**src/rtl/proc9_seq_pkg.sv**
```systemverilog
// Shared types and constants for the 9-bit processor instruction sequencer.
// Instruction words are IIIXXXYYY: opcode, destination register, source register.
package proc9_seq_pkg;

    typedef enum logic [3:0] {
        ST_IDLE      = 4'd0,
        ST_FETCH     = 4'd1,
        ST_MEM_WAIT  = 4'd2,
        ST_DECODE    = 4'd3,
        ST_STEP_WAIT = 4'd4,
        ST_ISSUE     = 4'd5,
        ST_EXEC      = 4'd6,
        ST_HALTED    = 4'd7,
        ST_ERROR     = 4'd8
    } seq_state_t;

    localparam int INSTR_W = 9;

    localparam logic [2:0] OP_MV           = 3'b000;
    localparam logic [2:0] OP_MVI          = 3'b001;
    localparam logic [2:0] OP_ADD          = 3'b010;
    localparam logic [2:0] OP_SUB          = 3'b011;
    localparam logic [2:0] OP_HALT_DEFAULT = 3'b111;

    localparam int OP_MSB = 8;
    localparam int OP_LSB = 6;
    localparam int X_MSB  = 5;
    localparam int X_LSB  = 3;
    localparam int Y_MSB  = 2;
    localparam int Y_LSB  = 0;

    function automatic logic [2:0] opcode_of(input logic [INSTR_W-1:0] word);
        return word[OP_MSB:OP_LSB];
    endfunction

endpackage

```
**src/rtl/proc9_sequencer.sv**
```systemverilog
// Autonomous fetch/issue sequencer for the 9-bit processor: reads program words,
// presents them on DIN with a one-cycle run pulse, and waits for done.
module proc9_sequencer
    import proc9_seq_pkg::*;
#(
    parameter int          ADDR_W       = 5,
    parameter logic [2:0]  HALT_OP      = OP_HALT_DEFAULT,
    parameter int          DONE_TIMEOUT = 6
) (
    input  logic                clock,
    input  logic                resetn,
    input  logic                start,
    input  logic [ADDR_W-1:0]   start_addr,
    input  logic                halt_req,
    input  logic                step_mode,
    input  logic                step,
    output logic [ADDR_W-1:0]   mem_addr,
    output logic                mem_rd,
    input  logic [INSTR_W-1:0]  mem_data,
    output logic                proc_run,
    output logic [INSTR_W-1:0]  proc_din,
    input  logic                proc_done,
    output logic [ADDR_W-1:0]   pc,
    output logic                busy,
    output logic                halted,
    output logic                error,
    output logic [15:0]         instr_count,
    output seq_state_t          seq_state
);

    // Handshake with the processor: proc_run is high for exactly the ISSUE cycle,
    // proc_din holds the instruction through ISSUE and EXEC, and proc_done is
    // sampled on every EXEC clock edge; there is no back-pressure in either direction.

    localparam int              TMO_W    = $clog2(DONE_TIMEOUT + 1);
    localparam logic [TMO_W-1:0] TMO_LAST = TMO_W'(DONE_TIMEOUT - 1);

    seq_state_t          state;
    seq_state_t          state_next;
    logic [INSTR_W-1:0]  instr_reg;
    logic [TMO_W-1:0]    tmo_cnt;

    logic load_start;
    logic retire;
    logic ir_load;
    logic tmo_inc;

    always_ff @(posedge clock or negedge resetn) begin
        if (!resetn) begin
            state <= ST_IDLE;
        end else begin
            state <= state_next;
        end
    end

    always_comb begin
        state_next = state;
        load_start = 1'b0;
        retire     = 1'b0;
        ir_load    = 1'b0;
        tmo_inc    = 1'b0;
        mem_rd     = 1'b0;
        proc_run   = 1'b0;
        unique case (state)
            ST_IDLE, ST_HALTED, ST_ERROR: begin
                if (start) begin
                    load_start = 1'b1;
                    state_next = ST_FETCH;
                end
            end
            ST_FETCH: begin
                // halt_req is checked before the read so a halted run leaves memory untouched
                if (halt_req) begin
                    state_next = ST_HALTED;
                end else begin
                    mem_rd     = 1'b1;
                    state_next = ST_MEM_WAIT;
                end
            end
            ST_MEM_WAIT: begin
                ir_load    = 1'b1;
                state_next = ST_DECODE;
            end
            ST_DECODE: begin
                if (opcode_of(instr_reg) == HALT_OP) begin
                    state_next = ST_HALTED;
                end else if (step_mode) begin
                    state_next = ST_STEP_WAIT;
                end else begin
                    state_next = ST_ISSUE;
                end
            end
            ST_STEP_WAIT: begin
                if (halt_req) begin
                    state_next = ST_HALTED;
                end else if (step) begin
                    state_next = ST_ISSUE;
                end
            end
            ST_ISSUE: begin
                proc_run   = 1'b1;
                state_next = ST_EXEC;
            end
            ST_EXEC: begin
                // halt_req is deliberately ignored here; it takes effect at the next FETCH
                if (proc_done) begin
                    retire     = 1'b1;
                    state_next = ST_FETCH;
                end else if (tmo_cnt == TMO_LAST) begin
                    state_next = ST_ERROR;
                end else begin
                    tmo_inc = 1'b1;
                end
            end
            default: begin
                state_next = ST_IDLE;
            end
        endcase
    end

    always_ff @(posedge clock or negedge resetn) begin
        if (!resetn) begin
            pc          <= '0;
            instr_reg   <= '0;
            instr_count <= '0;
            tmo_cnt     <= '0;
        end else begin
            if (load_start) begin
                pc <= start_addr;
            end else if (retire) begin
                pc <= pc + 1'b1;
            end

            if (load_start) begin
                instr_count <= '0;
            end else if (retire && (instr_count != 16'hFFFF)) begin
                instr_count <= instr_count + 16'd1;
            end

            if (ir_load) begin
                instr_reg <= mem_data;
            end

            tmo_cnt <= tmo_inc ? tmo_cnt + 1'b1 : '0;
        end
    end

    // mvi drives DIN onto the processor bus during execution, so DIN stays valid through EXEC
    assign proc_din  = ((state == ST_ISSUE) || (state == ST_EXEC)) ? instr_reg : '0;
    assign mem_addr  = pc;
    assign busy      = (state == ST_FETCH) || (state == ST_MEM_WAIT) || (state == ST_DECODE) ||
                       (state == ST_STEP_WAIT) || (state == ST_ISSUE) || (state == ST_EXEC);
    assign halted    = (state == ST_HALTED);
    assign error     = (state == ST_ERROR);
    assign seq_state = state;

endmodule

```
**config.mk**
```make
export PLATFORM = sky130hd
export DESIGN_NAME = proc9_sequencer
export DESIGN_NICKNAME = d
export VERILOG_FILES = /design/src/rtl/proc9_seq_pkg.sv /design/src/rtl/proc9_sequencer.sv
export SDC_FILE = /design/constraint.sdc
export NUM_CORES = 1
export LEC_CHECK = 0
export ABC_CLOCK_PERIOD_IN_PS = 4700
export CORE_ASPECT_RATIO = 2
export CORE_UTILIZATION = 45
export DETAILED_ROUTE_END_ITERATION = 10
export GPL_ROUTABILITY_DRIVEN = 0
export GPL_TIMING_DRIVEN = 0
export PLACE_DENSITY = 0.81
export SLEW_MARGIN = 30
export SYNTH_ARGS = -nofsm -noshare
export SYNTH_HDL_FRONTEND = slang
export SYNTH_SLANG_ARGS = --single-unit
```
**constraint.sdc**
```tcl
create_clock -name clock -period 4.7 [get_ports clock]
set_input_delay 0.94 -clock clock [delete_from_list [all_inputs] [get_ports clock]]
set_output_delay 0.94 -clock clock [all_outputs]
set_load 0.05 [all_outputs]
```
==> results <==
- The setup-violating endpoint count in the final report is 0.
- After detailed routing, no signal wire sits above met4.
- The total of flip-flops plus latches after synthesis is 37.
- The flow ran to the end, and the final reports show no timing, DRC or antenna violations.
- The final count of hold timing violations came to 0.
- The die area is 4859 sq um.
- For this design, the slowest cell found on the critical path is sky130_fd_sc_hd__clkdlybuf4s50_1.
- For this run, the total global-route usage over all layers was measured as 21.94%.
- At the later pin of the worst-skew pair, clock insertion delay measures 280 ps.
- Yosys mapped a number of flops with a built-in enable equal to 0.
- The filler cells instantiated in the layout total 385.
- The number of levels in the clock H-tree is 2.
- The most prevalent standard cell on the critical path is sky130_fd_sc_hd__clkdlybuf4s50_1.
- Walking the worst path, the cells encountered are clkdlybuf4s50_1, nor4_1, clkdlybuf4s50_1.
- Based on the critical path, the design can be clocked at up to between 200 and 300 MHz.
- The number of port buffers is 64.
- The setup fix buffers added after clock tree synthesis is 0.
- The clock root buffer is sky130_fd_sc_hd__clkbuf_8.
- Entering global routing, the biggest net connects 29 pins.
- At the end of the flow, the number of nets in the layout was 309.
- The data required time at the worst endpoint is 3760 ps.
- The post-detailed-placement half-perimeter wirelength is ~3.7 mm.
- Setup repair after global routing left no endpoint under its margin.
- For this run, design rule violations remaining after detail routing come to 0.
- The floorplan step set the die width to 49.79 um.
- The CTS tree is yes.
- Summed over all nets, wire length on met2 after detailed routing comes to 2.744 mm.
- The post-synthesis area per instance is slightly below 10 sq um.
- In this run, CTS created clock tree buffers numbering 5.
- The library cells used most frequently in the layout, excluding fill and tap cells, are 63 x sky130_fd_sc_hd__clkdlybuf4s50_1, 37 x sky130_fd_sc_hd__dfrtp_1, 28 x sky130_fd_sc_hd__nor2_1.
- The slew at the pin closest to its max-slew limit is 736.5 ps.
- The vertical extent of the die is roughly 100 um.
- Counting flops with an async set or reset pin after synthesis yields a share of 100.0%.
- Across the run, the number of max-cap violations was 0.
- The via count of the first global-routing pass came to 1856.
- The sum of routed wire length over all layers is roughly 4.8 mm.
- The number of placement rows is 34.
- The met1 wire length is 1.794 mm.
- The netlist uses 39 different library cells.
- Of all nets on the critical path, the largest fanout is 5.
- The first global-routing pass estimated 8.286 mm of wire.
- The fraction of layout cells with a size suffix above 1 is 11.23%.
- The first routing iteration left 33 violations.
- The clock slew seen by the registers of the worst setup and hold paths is ~70 ps.
- For this design the top-level I/O count stands at 65.
- The arrival time at the worst endpoint is 2530 ps.
- The synthesized instance count is 212.
- The final period utilization is 73.88%.
- The number of detailed-route iterations in the first pass is 4.
- The clock drives 37 sinks.
- For this design the static power due to leakage is 1.186 nW.
- Of the synthesized area, sequential elements account for 45.04%.
- The final number of max-transition violations came to 0.
- The summed negative setup slack over all endpoints is 0 ps.
- Total power for the finished layout comes to 0.001710 W.
- For this design the ratio of total power to cell area is 598.2 nW/um^2.
- Counting along the longest clock path gives a buffer depth of 2.
- During synthesis, Yosys emitted a total of 0 warnings.
- The final critical path time including I/O delays and setup is 3472 ps.
- In the post-synthesis netlist, the biggest area contributors are sky130_fd_sc_hd__dfrtp_1 45%, sky130_fd_sc_hd__mux2_2 6.0%, sky130_fd_sc_hd__xnor2_1 6.0%.
- Summed over all layers, the global routing overflow is 0.
- The fraction of synthesized cell area taken by the top area cell type is 45.04%.
- The clock arrives with 2.145 ps of skew.
- The core area is between 4000 and 5000 sq um.
- After detailed routing, the met3 layer carries around 150 um of wire.
- The worst setup path is of the in2out kind.
- The synthesized netlist net count is between 200 and 250.
- Dividing the detail-routed wire length by the instance count gives 14.18 um.
- The worst vdd rail ir drop is 486.7 uV.
- The cell type contributing the most total cell area after synthesis is sky130_fd_sc_hd__dfrtp_1.
- In this run the remaining antenna-violating nets after routing total 0.
- The detailed-route via count is 1813.
- The library cell used most frequently in the layout, excluding fill and tap cells, is sky130_fd_sc_hd__clkdlybuf4s50_1.
- On the worst path, the slowest cell contributes a delay of 850 ps.
- The vias per cell is about 5.3.
- The worst setup path is launched from a primary input.
- The number of antenna diodes in the final layout is 0.
- The summed instance area of the synthesized netlist is 2056 sq um.
- The type of destination of the critical path is a primary output.
- The register with the most flip-flops in the layout has 16 of them.
- The worst hold path belongs to the class reg2reg.
- The initial antenna violation count is 0.
- Gates resized during post-CTS repair numbered 0.
- The worst-case headroom to the max-slew limit is 50.63%.
- Once the floorplan was initialized, standard cells occupied 46.92% of the core.
- Among all flip-flop cells after synthesis, the most frequent one is sky130_fd_sc_hd__dfrtp_1.
- The area added between synthesis and finish is 39.07%.
- Hold repair after CTS inserted 0 buffers.
==> area by class of cell <==
class / instances / area [sq um] / area share (%)
Clock buffer: 8 / 80.08 / 2.801
Buffer: 12 / 67.56 / 2.363
Multi-Input combinational cell: 161 / 1055 / 36.89
Sequential cell: 37 / 925.9 / 32.39
Timing Repair Buffer: 65 / 655.6 / 22.93
Tap cell: 54 / 67.56 / 2.363
Inverter: 2 / 7.507 / 0.2626
==> Yosys cell counts, types with 2 or more instances <==
master / number
sky130_fd_sc_hd__nand2b_1: 6
sky130_fd_sc_hd__nand4_1: 8
sky130_fd_sc_hd__mux2i_1: 3
sky130_fd_sc_hd__nand4b_1: 2
sky130_fd_sc_hd__inv_1: 2
sky130_fd_sc_hd__dfrtp_1: 37
sky130_fd_sc_hd__buf_2: 3
sky130_fd_sc_hd__clkbuf_1: 4
sky130_fd_sc_hd__nand2_1: 18
sky130_fd_sc_hd__ha_1: 4
sky130_fd_sc_hd__and3_1: 4
sky130_fd_sc_hd__buf_4: 5
sky130_fd_sc_hd__mux2_2: 11
sky130_fd_sc_hd__and2_1: 11
sky130_fd_sc_hd__nor3_1: 10
sky130_fd_sc_hd__nor2_1: 28
sky130_fd_sc_hd__xnor2_1: 14
sky130_fd_sc_hd__o21ai_0: 7
sky130_fd_sc_hd__a21oi_1: 7
sky130_fd_sc_hd__nor4_1: 4
sky130_fd_sc_hd__xor2_1: 2
sky130_fd_sc_hd__nand3_1: 5
==> per-layer routing <==
metal	up-vias	GRT usage [%]
li1	878	-
met1	873	23.71
met2	52	39.09
met3	10	2.973
met4	0	12.53
met5	-	0
==> metrics by stage <==
step | utilization, % | setup slack (ps) | instances | hold slack (ps) | area, sq um
after floorplan | - | 1305 | 212 | 438.9 | 2056
after global placement | 63.08 | 1202 | 330 | 456.6 | 2764
after detailed placement | 63.42 | 1222 | 331 | 464.5 | 2779
after CTS | 65.25 | 1215 | 339 | 473.6 | 2859
after global routing | 65.25 | 1004 | 339 | 493.9 | 2859
final | 65.25 | 1228 | 339 | 474.0 | 2859
==> worst paths after layout <==
| check | start | end | slack [ps] | cells past startpoint |
|---|---|---|---|---|
| max | halt_req | mem_rd | 1230 | 3 |
| min | tmo_cnt[0] | tmo_cnt[0] | 470 | 1 |
| max reg2reg | instr_count[0] | instr_count[4] | 2760 | 6 |
| min reg2reg | tmo_cnt[0] | tmo_cnt[0] | 470 | 1 |
| max in group asynchronous | resetn | mem_addr[1] | 3740 | 2 |
| min in group asynchronous | resetn | instr_reg[3] | 530 | 1 |
==> report_power, final <==
group | internal [W] | total [W] | switching, W
Sequential | 0.000406 | 0.000491 | 0.0000847
Clock | 0.000105 | 0.000205 | 0.0000994
Combinational | 0.000380 | 0.00101 | 0.000635
==> cell families after synthesis <==
| family | after synthesis | synth area share (%) |
|---|---|---|
| compound gates | 20 | 5.599 |
| buf+inv | 14 | 3.652 |
| flops | 37 | 45.04 |
| xor+xnor | 16 | 6.817 |
| simple gates | 107 | 28.97 |
| mux | 14 | 7.486 |
| fa+ha+maj | 4 | 2.435 |
==> critical path: cells and delay by family <==
family                 cells  cell delay, ps
and+or+nand+nor            1             250
buffers and inverters      2            1340
Power figures use the tool's default switching activity.
